`src/rtl/lsu_wb.sv`:
```
// RV32I load/store unit: one op at a time, bus req held until gnt; load writeback 3 cycles after accept, store done 2 cycles after accept (no stalls).
// in_ready only in IDLE; TIMEOUT bounds gnt/rvalid waits. Define LSU_MISALIGN_TRAP_EN to reject misaligned ops instead of force-aligning them.
module lsu_wb #(
  parameter int ADDR_W  = 32,
  parameter int TIMEOUT = 255
) (
  input  logic              clk,
  input  logic              rst,
  input  logic              in_valid,
  output logic              in_ready,
  input  logic              in_store,
  input  logic [2:0]        in_funct3,
  input  logic [ADDR_W-1:0] in_addr,
  input  logic [31:0]       in_wdata,
  input  logic [4:0]        in_rd,
  output logic              mem_req,
  output logic              mem_we,
  output logic [ADDR_W-1:0] mem_addr,
  output logic [31:0]       mem_wdata,
  output logic [3:0]        mem_wstrb,
  input  logic              mem_gnt,
  input  logic              mem_rvalid,
  input  logic [31:0]       mem_rdata,
  output logic              wb_we,
  output logic [4:0]        wb_rd,
  output logic [31:0]       wb_data,
  output logic              done,
  output logic              err
);

  typedef enum logic [1:0] {S_IDLE, S_REQ, S_WAIT, S_WB} state_t;

  localparam logic [15:0] CNT_LAST = 16'(TIMEOUT - 1);

  state_t              state_q;
  logic [15:0]         cnt_q;
  logic                store_q;
  logic [2:0]          f3_q;
  logic [1:0]          off_q;
  logic [4:0]          rd_q;
  logic                req_q;
  logic                we_q;
  logic [ADDR_W-1:0]   addr_q;
  logic [31:0]         wdata_q;
  logic [3:0]          wstrb_q;
  logic                wb_we_q;
  logic [4:0]          wb_rd_q;
  logic [31:0]         wb_data_q;
  logic                done_q;
  logic                err_q;

  logic                legal;
  logic                reject;
  logic [1:0]          off_d;
  logic [31:0]         wdata_d;
  logic [3:0]          wstrb_d;
  logic [31:0]         rshift;
  logic [31:0]         wb_data_d;
`ifdef LSU_MISALIGN_TRAP_EN
  logic                misal;
`endif

  // Decode and lane-place the incoming op; only consumed on an accept.
  always_comb begin
    case (in_funct3)
      3'b000, 3'b001, 3'b010: legal = 1'b1;
      3'b100, 3'b101:         legal = !in_store;
      default:                legal = 1'b0;
    endcase
`ifdef LSU_MISALIGN_TRAP_EN
    misal  = ((in_funct3[1:0] == 2'b01) && in_addr[0]) ||
             ((in_funct3[1:0] == 2'b10) && (in_addr[1:0] != 2'b00));
    reject = !legal || misal;
    off_d  = in_addr[1:0];
`else
    reject = !legal;
    case (in_funct3[1:0])
      2'b01:   off_d = {in_addr[1], 1'b0};
      2'b10:   off_d = 2'b00;
      default: off_d = in_addr[1:0];
    endcase
`endif
    wdata_d = in_wdata;
    wstrb_d = 4'b1111;
    case (in_funct3[1:0])
      2'b00: begin
        wdata_d = {4{in_wdata[7:0]}};
        wstrb_d = 4'b0001 << off_d;
      end
      2'b01: begin
        wdata_d = {2{in_wdata[15:0]}};
        wstrb_d = 4'b0011 << off_d;
      end
      default: ;
    endcase
    if (!in_store) wstrb_d = 4'b0000;
  end

  always_comb begin
    rshift = mem_rdata >> {off_q, 3'b000};
    case (f3_q)
      3'b000:  wb_data_d = {{24{rshift[7]}}, rshift[7:0]};
      3'b001:  wb_data_d = {{16{rshift[15]}}, rshift[15:0]};
      3'b100:  wb_data_d = {24'h0, rshift[7:0]};
      3'b101:  wb_data_d = {16'h0, rshift[15:0]};
      default: wb_data_d = rshift;
    endcase
  end

  always_ff @(posedge clk) begin
    if (rst) begin
      state_q   <= S_IDLE;
      cnt_q     <= '0;
      store_q   <= 1'b0;
      f3_q      <= '0;
      off_q     <= '0;
      rd_q      <= '0;
      req_q     <= 1'b0;
      we_q      <= 1'b0;
      addr_q    <= '0;
      wdata_q   <= '0;
      wstrb_q   <= '0;
      wb_we_q   <= 1'b0;
      wb_rd_q   <= '0;
      wb_data_q <= '0;
      done_q    <= 1'b0;
      err_q     <= 1'b0;
    end else begin
      done_q  <= 1'b0;
      err_q   <= 1'b0;
      wb_we_q <= 1'b0;
      case (state_q)
        S_IDLE: begin
          if (in_valid) begin
            if (reject) begin
              err_q <= 1'b1;
            end else begin
              store_q <= in_store;
              f3_q    <= in_funct3;
              off_q   <= off_d;
              rd_q    <= in_rd;
              req_q   <= 1'b1;
              we_q    <= in_store;
              addr_q  <= {in_addr[ADDR_W-1:2], 2'b00};
              wdata_q <= wdata_d;
              wstrb_q <= wstrb_d;
              cnt_q   <= '0;
              state_q <= S_REQ;
            end
          end
        end
        S_REQ: begin
          // A grant in the last permitted cycle still wins over the timeout.
          if (mem_gnt) begin
            req_q <= 1'b0;
            we_q  <= 1'b0;
            cnt_q <= '0;
            if (store_q) begin
              done_q  <= 1'b1;
              state_q <= S_IDLE;
            end else begin
              state_q <= S_WAIT;
            end
          end else if (cnt_q == CNT_LAST) begin
            req_q   <= 1'b0;
            we_q    <= 1'b0;
            err_q   <= 1'b1;
            state_q <= S_IDLE;
          end else begin
            cnt_q <= cnt_q + 16'd1;
          end
        end
        S_WAIT: begin
          if (mem_rvalid) begin
            wb_data_q <= wb_data_d;
            wb_rd_q   <= rd_q;
            wb_we_q   <= (rd_q != 5'd0);
            done_q    <= 1'b1;
            state_q   <= S_WB;
          end else if (cnt_q == CNT_LAST) begin
            err_q   <= 1'b1;
            state_q <= S_IDLE;
          end else begin
            cnt_q <= cnt_q + 16'd1;
          end
        end
        default: state_q <= S_IDLE;
      endcase
    end
  end

  assign in_ready  = (state_q == S_IDLE);
  assign mem_req   = req_q;
  assign mem_we    = we_q;
  assign mem_addr  = addr_q;
  assign mem_wdata = wdata_q;
  assign mem_wstrb = wstrb_q;
  assign wb_we     = wb_we_q;
  assign wb_rd     = wb_rd_q;
  assign wb_data   = wb_data_q;
  assign done      = done_q;
  assign err       = err_q;

endmodule

```
`config.mk`:
```
export PLATFORM = sky130hd
export DESIGN_NAME = lsu_wb
export DESIGN_NICKNAME = d
export VERILOG_FILES = /design/src/rtl/lsu_wb.sv
export SDC_FILE = /design/constraint.sdc
export NUM_CORES = 1
export LEC_CHECK = 0
export CORE_MARGIN = 3
export CORE_UTILIZATION = 35
export CTS_CLUSTER_SIZE = 40
export DETAILED_ROUTE_END_ITERATION = 10
export MAX_ROUTING_LAYER = met4
export PLACE_DENSITY = 0.65
export SLEW_MARGIN = 20
export SYNTH_ARGS = -nofsm -noshare
export SYNTH_HDL_FRONTEND = slang
export SYNTH_SLANG_ARGS = --single-unit
export TNS_END_PERCENT = 20
```
`constraint.sdc`:
```
create_clock -name clk -period 2.45 [get_ports clk]
set_clock_uncertainty 0.2 [all_clocks]
set_input_delay 0.245 -clock clk [delete_from_list [all_inputs] [get_ports clk]]
set_output_delay 0.245 -clock clk [all_outputs]
set_load 0.05 [all_outputs]
```
Word-level counts from Yosys, hierarchy flattened
Index checks and enable logic that the tools add are counted.
{"block": "classes", "addsub": 1, "eq_ne": 16, "n_shift": 3, "muxes": 37, "n_bitwise": 2, "n_reduce_logical": 16}
{"op": "$pmux W32 S4", "n": 1}
{"op": "$mux W16", "n": 5}
{"op": "$pmux W32 S2", "n": 1}
{"op": "$pmux W16 S3", "n": 1}
{"op": "$shr A32 B5 Y32", "n": 1}
{"op": "$add A16 B1 Y16 const B", "n": 1}
{"op": "$eq A16 B8 Y1 const B", "n": 1}
{"op": "$mux W1", "n": 14}
{"op": "$eq A3 B3 Y1 const B", "n": 4}
{"op": "$mux W2", "n": 6}
{"op": "$pmux W1 S2", "n": 4}
{"op": "$pmux W4 S2", "n": 1}
{"op": "$reduce_and A4 Y1", "n": 2}
{"op": "$eq A3 B1 Y1 const B", "n": 2}
{"op": "$logic_not A3 Y1", "n": 2}
{"op": "$pmux W2 S3", "n": 1}
{"op": "$reduce_or A3 Y1", "n": 2}
{"op": "$reduce_bool A5 Y1", "n": 1}
{"op": "$eq A2 B1 Y1 const B", "n": 2}
{"op": "$eq A2 B2 Y1 const B", "n": 2}
{"op": "$logic_not A2 Y1", "n": 2}
{"op": "$mux W4", "n": 1}
{"op": "$ne A2 B2 Y1 const B", "n": 2}
{"op": "$pmux W2 S2", "n": 1}
{"op": "other kinds (13)", "n": 15}
{"block": "word_totals", "reg_bits": 137, "out_inout_bits": 111}

Logic depth before layout (Yosys ltp)
Gate-level depths: netlist (run 1).
{"block": "logic_depth", "ltp_word": 6, "mapped_depth": 9, "mapped_depth_nobuf": 7}

Worst setup path after synthesis (run 1)
Ideal clock, no wire load.
{"block": "synth_timing", "path_type": "register to register", "start": "register state_q[0]", "end": "register wdata_q[12], in the netlist mem_wdata[12]", "setup_ps": 137, "arrival_ps": 1978, "slack_ps": 134, "stages_incl_launch_ff": 7, "n_path_buf": 1, "synth_period_minus_slack_ps": 2316, "cell_sequence": "dfxtp_1 -> inv_1 -> ha_1 -> nand4_1 -> clkbuf_1 -> a221oi_1 -> a211oi_1"}
{"block": "synth_via", "elab_chain_len": 2}
{"element": "from (decl)", "line_no": "35", "rtl": "state_t state_q;"}
{"element": "from (signal assigned)", "line_no": "112", "rtl": "state_q <= S_IDLE;"}
{"element": "from (signal assigned)", "line_no": "148", "rtl": "state_q <= S_REQ;"}
{"element": "from (signal assigned)", "line_no": "160", "rtl": "state_q <= S_IDLE;"}
{"element": "$logic_not A2 Y1"}
{"element": "via in_ready", "line_no": "10", "rtl": "output logic in_ready,"}
{"element": "$reduce_and A3 Y1 (no source line)"}
{"element": "to (signal assigned)", "line_no": "145", "rtl": "wdata_q <= wdata_d;"}
{"element": "to (decl)", "line_no": "44", "rtl": "logic [31:0] wdata_q;"}
The timed path passes the listed nets, and every way through them passes these cells.
A chain may end at the register's enable or synchronous reset.

Final worst setup path (run 1)
{"block": "layout_timing", "start": "register state_q[0]", "end": "output in_ready"}
{"block": "layout_via", "elab_chain_len": 1}
{"element": "$logic_not A2 Y1", "line_no": "192", "rtl": "assign in_ready = (state_q == S_IDLE);"}
{"element": "to (decl)", "line_no": "10"}
No other way between the ends.

==> key figures, run 1 <==
Status
  – Status: completed

Routing
  – Vias per Instance: 5.03
  – DRT iter0 DRCs: 288
  – DRC violations left: 0
  – DRT Wirelength: 19.1 mm
  – Antenna viol nets, final: 0
  – Routed length per instance: 15.9 µm
  – Vias: 6036
  – First-pass DRT Iterations: 4

Min path
  – Hold crit path type: in -> reg
  – Hold EP: mem_addr[19]
  – HP Start: in_addr[19]
  – Worst hold stages: 3

Timing
  – Final hold vios: 0
  – RSZ-0062 raised after global routing: no
  – Period utilization: 0.891
  – Tmin final: 2.18 ns
  – Max Transition Viols Final: 0
  – Setup TNS: 0 ns
  – Max transition margin: 0.605
  – Worst slew pin tran: 0.592 ns
  – Fmax: 0.458 GHz
  – Final Setup Violations: 0

Global routing
  – Initial antenna violation count: 1
  – GRT Resource Usage Total: 0.206
  – Pin count of the biggest net entering global routing: 54
  – Grt total ovfl: 0
  – First-pass GRT wire length: 29.8 mm
  – Vias in the first global route: 5893

Layout
  – Fraction of layout cells with a size suffix above 1: 0.0878
  – Final Net Count: 1086
  – Synthesis-to-finish area growth: 51.6%
  – FILL cells: 1665

Synth
  – Cell area after synthesis: 6090 µm²
  – Top cells by count, synth: nand2_1, dfxtp_1, a21oi_1
  – Gate Count Post-Synth: 754
  – Synth Flop Type: dfxtp_1
  – Synth Area per Inst: 8.07 µm²
  – Yosys cell types: 53
  – Flops & latches, synth: 137
  – Synth Warn #: 0
  – Async S/R FF share, synth: 0
  – Register area share after synthesis: 0.450
  – Synth top area share: 0.450
  – Most common cell in the synthesized netlist: nand2_1
  – Top cells by area, synth: dfxtp_1, nand2_1, a21oi_1
  – Synth area leader: dfxtp_1
  – Post-synth EDFFs: 0

Clock network
  – Clock latency at the later pin of the worst-skew pair: 0.42 ns
  – TritonCTS clock tree: built
  – Root Buffer: clkbuf_16
  – Max H-tree Level: 4
  – Worst-path clk slew: 0.06 ns
  – Worst-case clock buffer depth: 2
  – Number of buffers created by CTS: 17
  – Clk sinks: 137

Power
  – Leak pwr: 3.32 nW
  – Final Power: 9.62 mW
  – VDD IR max: 0.576 mV
  – Pwr/cell area: 1040 nW/µm²

Floorplanning
  – I/O pin count: 221
  – Die H: 138 µm
  – Initial Util: 0.362
  – Full die area: 19000 µm²
  – Die outline width: 138 µm
  – Num rows: 47
  – Core area: 16800 µm²

Setup path
  – Worst R2R Setup Slack: 0.29 ns
  – CP Capture Type: output pin
  – Critical path, cell by cell: inv_1 > ha_1 > dlygate4sd2_1
  – FF-to-FF Start: state_q[1]
  – Worst Reg-to-Reg Cells: 7
  – Delay of the slowest critical-path stage: 0.57 ns
  – Crit Path Max Fanout: 7
  – Worst R2R End: cnt_q[3]
  – Worst Setup Path Type: reg -> out
  – Worst setup SP type: flip-flop
  – Critical Path AT: 1.74 ns
  – Critical Path Slowest Stage Cell: dlygate4sd2_1
  – Critical Path RT: 2.01 ns

Place
  – Detailed Place HPWL: 13.7 mm
  – IO buf count: 218
  – Routability cong.: 0.813

Flow run
  – Max_cap viols: 0
## cell type report
cell class,count,area [µm²],area share
antenna,1,2.50,0.000271
clock buffer,18,439,0.0476
clock inverter,14,196,0.0213
inverter,12,45.0,0.00488
multi-input combinational,547,3050,0.331
sequential,137,2740,0.297
tap,220,275,0.0298
timing repair buffer,252,2470,0.268
## worst max path at each step
stage                            start            end  slack, ns  depth (start not counted)
after floorplan             state_q[0]  mem_wdata[12]       0.13                          6
after global placement    in_funct3[0]       cnt_q[3]       0.06                          8
after detailed placement  in_funct3[0]       cnt_q[8]       0.02                          9
after CTS                   state_q[0]       in_ready       0.24                          3
after global routing        state_q[1]       cnt_q[2]       0.06                          8
final                       state_q[0]       in_ready       0.27                          3
## through the flow
stage          cells  hold slack (ns)  setup slack, ns  area (µm²)  utilization
5_1_grt         1201            0.168           0.0595        9230        0.549
3_5_place_dp    1167            0.246           0.0175        8580        0.510
3_3_place_gp    1167            0.240           0.0556        8580        0.510
2_1_floorplan    755            0.181            0.134        6090            -
6_report        1201            0.170            0.267        9230        0.549
4_1_cts         1200            0.145            0.241        9230        0.549
## flip-flops by register name, indices dropped and copies added, names as in the netlist
signal	flops
cnt_q	16
done	1
err	1
f3_q	3
mem_addr	30
mem_req	1
mem_wdata	32
mem_we	1
mem_wstrb	4
off_q	2
rd_q	5
state_q	2
store_q	1
wb_data	32
wb_rd	5
wb_we	1
## worst max-delay path, delay by kind of cell, from the launching register on
family                   cells  cell delay (ns)
flip-flops                   1             0.33
buffers and inverters        2             0.67
adder cells (fa/ha/maj)      1             0.32
## placed cells by master (no fill, tap or decap), types with 3 or more instances in the layout
master	instances
clkdlybuf4s50_1	216
nand2_1	151
dfxtp_1	137
a21oi_1	95
nor2_1	75
a211oi_1	41
buf_4	31
o21ai_0	22
mux2i_1	18
clkbuf_16	17
nor3_1	13
nand3_1	12
inv_1	11
nand2b_1	11
xnor2_1	10
mux2_2	10
a221oi_1	9
ha_1	9
nor4_1	8
o211ai_1	8
nor2b_1	5
a31oi_1	4
a311oi_1	4
bufinv_16	4
nor3b_1	3
and3_1	3
o31ai_1	3
and4_1	3
clkinvlp_4	3
clkinv_4	3
buf_12	3
## power by group
part	internal [mW]	switching, mW
Clock	1.74	1.00
Combinational	1.42	2.56
Sequential	2.65	0.251
Total	5.81	3.82
## logic make-up (layout without fill, tap and decap cells)
group                      count (synthesis)  after routing  share of synthesized area
xor gates and xnor gates                  10             10                     0.0144
and+or+nand+nor                          298            298                      0.213
adders and majority gates                  9              9                     0.0185
buffers and inverters                     71            296                     0.0499
other                                      1              3                   0.000616
AOI/OAI and AO/OA                        200            200                      0.205
DFF                                      137            137                      0.450
muxes                                     28             28                     0.0481
## layer usage
metal	share of wire	wire length [µm]	global-route usage
met5	0	0	-
met4	0.012	230	0.0549
met3	0.091	1740	0.0776
met2	0.45	8620	0.321
met1	0.44	8480	0.251
## timing repair
action | CTS | global route
resized for setup | 1 | 0
endpoints found under the hold margin | 1 | 0
endpoints found under the setup margin | 1 | 0
hold buffers | 1 | 0
buffers inserted | 0 | 0
(Power assumes the default switching activity.)
==> run 2, diff against run 1 <==
Settings changed: CORE_ASPECT_RATIO set to 1.4, SETUP_SLACK_MARGIN set to 0.1.
==> key figures, run 2 (synthesized netlist as in run 1, its figures left out) <==
Layout
  – Most frequent cells in the layout: clkdlybuf4s50_1, nand2_1, dfxtp_1
  – Multi-input logic area: 3060 µm² (about the same)
  – Design area: 9220 µm² (-0.12%)
  – Final Net Count: 1083 (-0.28%)
  – Flip-flop and latch area: 2740 µm² (unchanged)
  – FILL cells: 1593 (-4.3%)
  – ANT cells: 0 (-1)
  – Final core utilization: 0.546 (-0.00286)
  – Fraction of layout cells with a size suffix above 1: 0.0870 (-0.000754)
  – Synthesis-to-finish area growth: 51.4%
  – Commonest non-fill, non-tap cell in the layout: clkdlybuf4s50_1

Timing
  – RSZ-0062 raised after global routing: no
  – Fmax: 0.461 GHz (+0.60%)
  – Setup slack after layout: 0.280 ns (+0.0129 ns)
  – Setup TNS: 0 ns (unchanged)
  – Hold_ws: 0.0769 ns (-0.0928 ns)
  – Tmin final: 2.17 ns (-0.0129 ns)
  – Final hold vios: 0 (unchanged)
  – Max Transition Viols Final: 0 (unchanged)
  – Period utilization: 0.886 (-0.00527)
  – Final Setup Violations: 0 (unchanged)
  – Max transition margin: 0.579 (-0.0267)
  – Worst slew pin tran: 0.631 ns (+0.0387 ns)

Place
  – Place WS: 0.0314 ns (+0.0139 ns)
  – Detailed Place HPWL: 13.6 mm (-0.71%)
  – IO buf count: 218 (unchanged)
  – Routability cong.: 0.842 (+3.5%)
  – Placed cell area: 8620 µm² (+0.41%)

Global routing
  – GRT Resource Usage Total: 0.201 (-0.00499)
  – Pin count of the biggest net entering global routing: 61 (+13%)
  – Grt total ovfl: 0 (unchanged)
  – Vias in the first global route: 5764 (-2.2%)
  – First-pass GRT wire length: 30.1 mm (+0.83%)
  – Initial antenna violation count: 0 (-1)

Power
  – Pwr/cell area: 1030 nW/µm² (-0.93%)
  – Leak pwr: 3.29 nW (-0.87%)
  – VDD IR max: 0.574 mV (-0.39%)

Min path
  – HP Start: rst
  – Hold EP: wb_rd[2]
  – Worst hold stages: 2 (-1)
  – Hold crit path type: in -> reg

Routing
  – Routed length per instance: 15.6 µm (-1.7%)
  – DRT iter0 DRCs: 324 (+13%)
  – Vias: 6029 (-0.12%)
  – DRT Wirelength: 18.9 mm (-1.0%)
  – Vias per Instance: 4.99 (-0.78%)
  – DRC violations left: 0 (unchanged)
  – First-pass DRT Iterations: 5 (+1)
  – Antenna viol nets, final: 0 (unchanged)

Setup path
  – Worst Reg-to-Reg Cells: 7 (unchanged)
  – FF-to-FF Start: state_q[1]
  – Critical Path Slowest Stage Cell: or3_4
  – Worst Setup Path Type: reg -> reg
  – Crit Path Max Fanout: 7 (unchanged)
  – Delay of the slowest critical-path stage: 0.41 ns (-0.16 ns)
  – Critical Path AT: 2.32 ns (+0.58 ns)
  – Critical path, cell by cell: inv_1 > ha_1 > nor2_1 > a41oi_2 > or3_4 > or3_1 > a21oi_1
  – CP Capture Type: flip-flop
  – Worst setup SP type: flip-flop
  – Critical Path RT: 2.60 ns (+0.59 ns)
  – Worst R2R Setup Slack: 0.28 ns (about the same)
  – Worst R2R End: cnt_q[3]

Floorplanning
  – Core area: 16900 µm² (+0.40%)
  – Die H: 162 µm (+18%)
  – I/O pin count: 221 (unchanged)
  – Die outline width: 117 µm (-15%)
  – Num rows: 56 (+19%)
  – Initial Util: 0.361 (-0.00145)
  – Full die area: 19000 µm² (+0.12%)

Clock network
  – Post-CTS setup buffers: 0 (unchanged)
  – Clk sinks: 137 (unchanged)
  – Worst-case clock buffer depth: 2 (unchanged)
  – Max H-tree Level: 4 (unchanged)
  – Number of buffers created by CTS: 17 (unchanged)
  – Clock latency at the later pin of the worst-skew pair: 0.42 ns (about the same)
  – TritonCTS clock tree: built
  – Root Buffer: clkbuf_16
  – Worst-path clk slew: 0.06 ns (about the same)

Flow run
  – Max_cap viols: 0 (unchanged)

Status
  – Status: completed
run 2: cell count changes in the layout (fill, tap and decap cells not counted), sizes merged:
cell         change
clkinvlp         +2
clkinv           -3
buf              -1
inv              +1
dlygate4sd2      -1
dlygate4sd3      -1
diode            -1
clkbuf           +2
bufinv           -2
run 2: worst max path at each step:
stage / slack, ns / endpoint / startpoint
2_1_floorplan: 0.13 / mem_wdata[12] / state_q[0]
3_3_place_gp: 0.04 / cnt_q[8] / in_funct3[0]
3_5_place_dp: 0.03 / mem_wdata[21] / in_funct3[0]
4_1_cts: 0.22 / wb_data[17] / off_q[0]
5_1_grt: 0.12 / cnt_q[2] / state_q[1]
6_report: 0.28 / cnt_q[3] / state_q[1]
run 2: cell type report:
cell class,instances,share of cell area
Timing Repair Buffer,249,0.270
Sequential cell,137,0.298
Multi-Input combinational cell,547,0.332
Tap cell,232,0.0315
Inverter,12,0.00489
Clock inverter,12,0.0153
Clock buffer,20,0.0495
run 2: what timing repair did:
action | in CTS | in global routing
setup endpoints to repair | 0 | 3
hold buffers | 0 | 0
gates resized for setup | 0 | 1
run 2: through the flow:
stage | std cells | total power, mW
floorplan | 755 | 5.53
global placement | 1177 | 6.99
detailed placement | 1177 | 7.01
CTS | 1209 | 9.63
global route | 1209 | 10.0
finish | 1209 | 9.52
run 2: critical path, delay by kind of cell, from the launching register on:
family | cells | cell delay (ns)
AO/OA/AOI/OAI | 2 | 0.20
adder cells (fa/ha/maj) | 1 | 0.29
buffers and inverters | 1 | 0.08
flip-flops | 1 | 0.40
AND/OR/NAND/NOR | 3 | 0.93
run 2: power breakdown:
| group | leakage, nW | switching, mW | internal, mW |
|---|---|---|---|
| logic | 1.90 | 2.59 | 1.46 |
| clock network | 0.276 | 1.01 | 1.56 |
| registers | 1.12 | 0.242 | 2.65 |
| total | 3.29 | 3.84 | 5.68 |
run 2: routing by layer:
metal	GRT usage	wire [µm]	vias to the layer above	part of all wire
met5	-	0	-	0
met2	0.334	9400	187	0.50
li1	-	-	3037	-
met4	0.0699	380	0	0.020
met1	0.237	7940	2778	0.42
met3	0.0502	1150	27	0.061
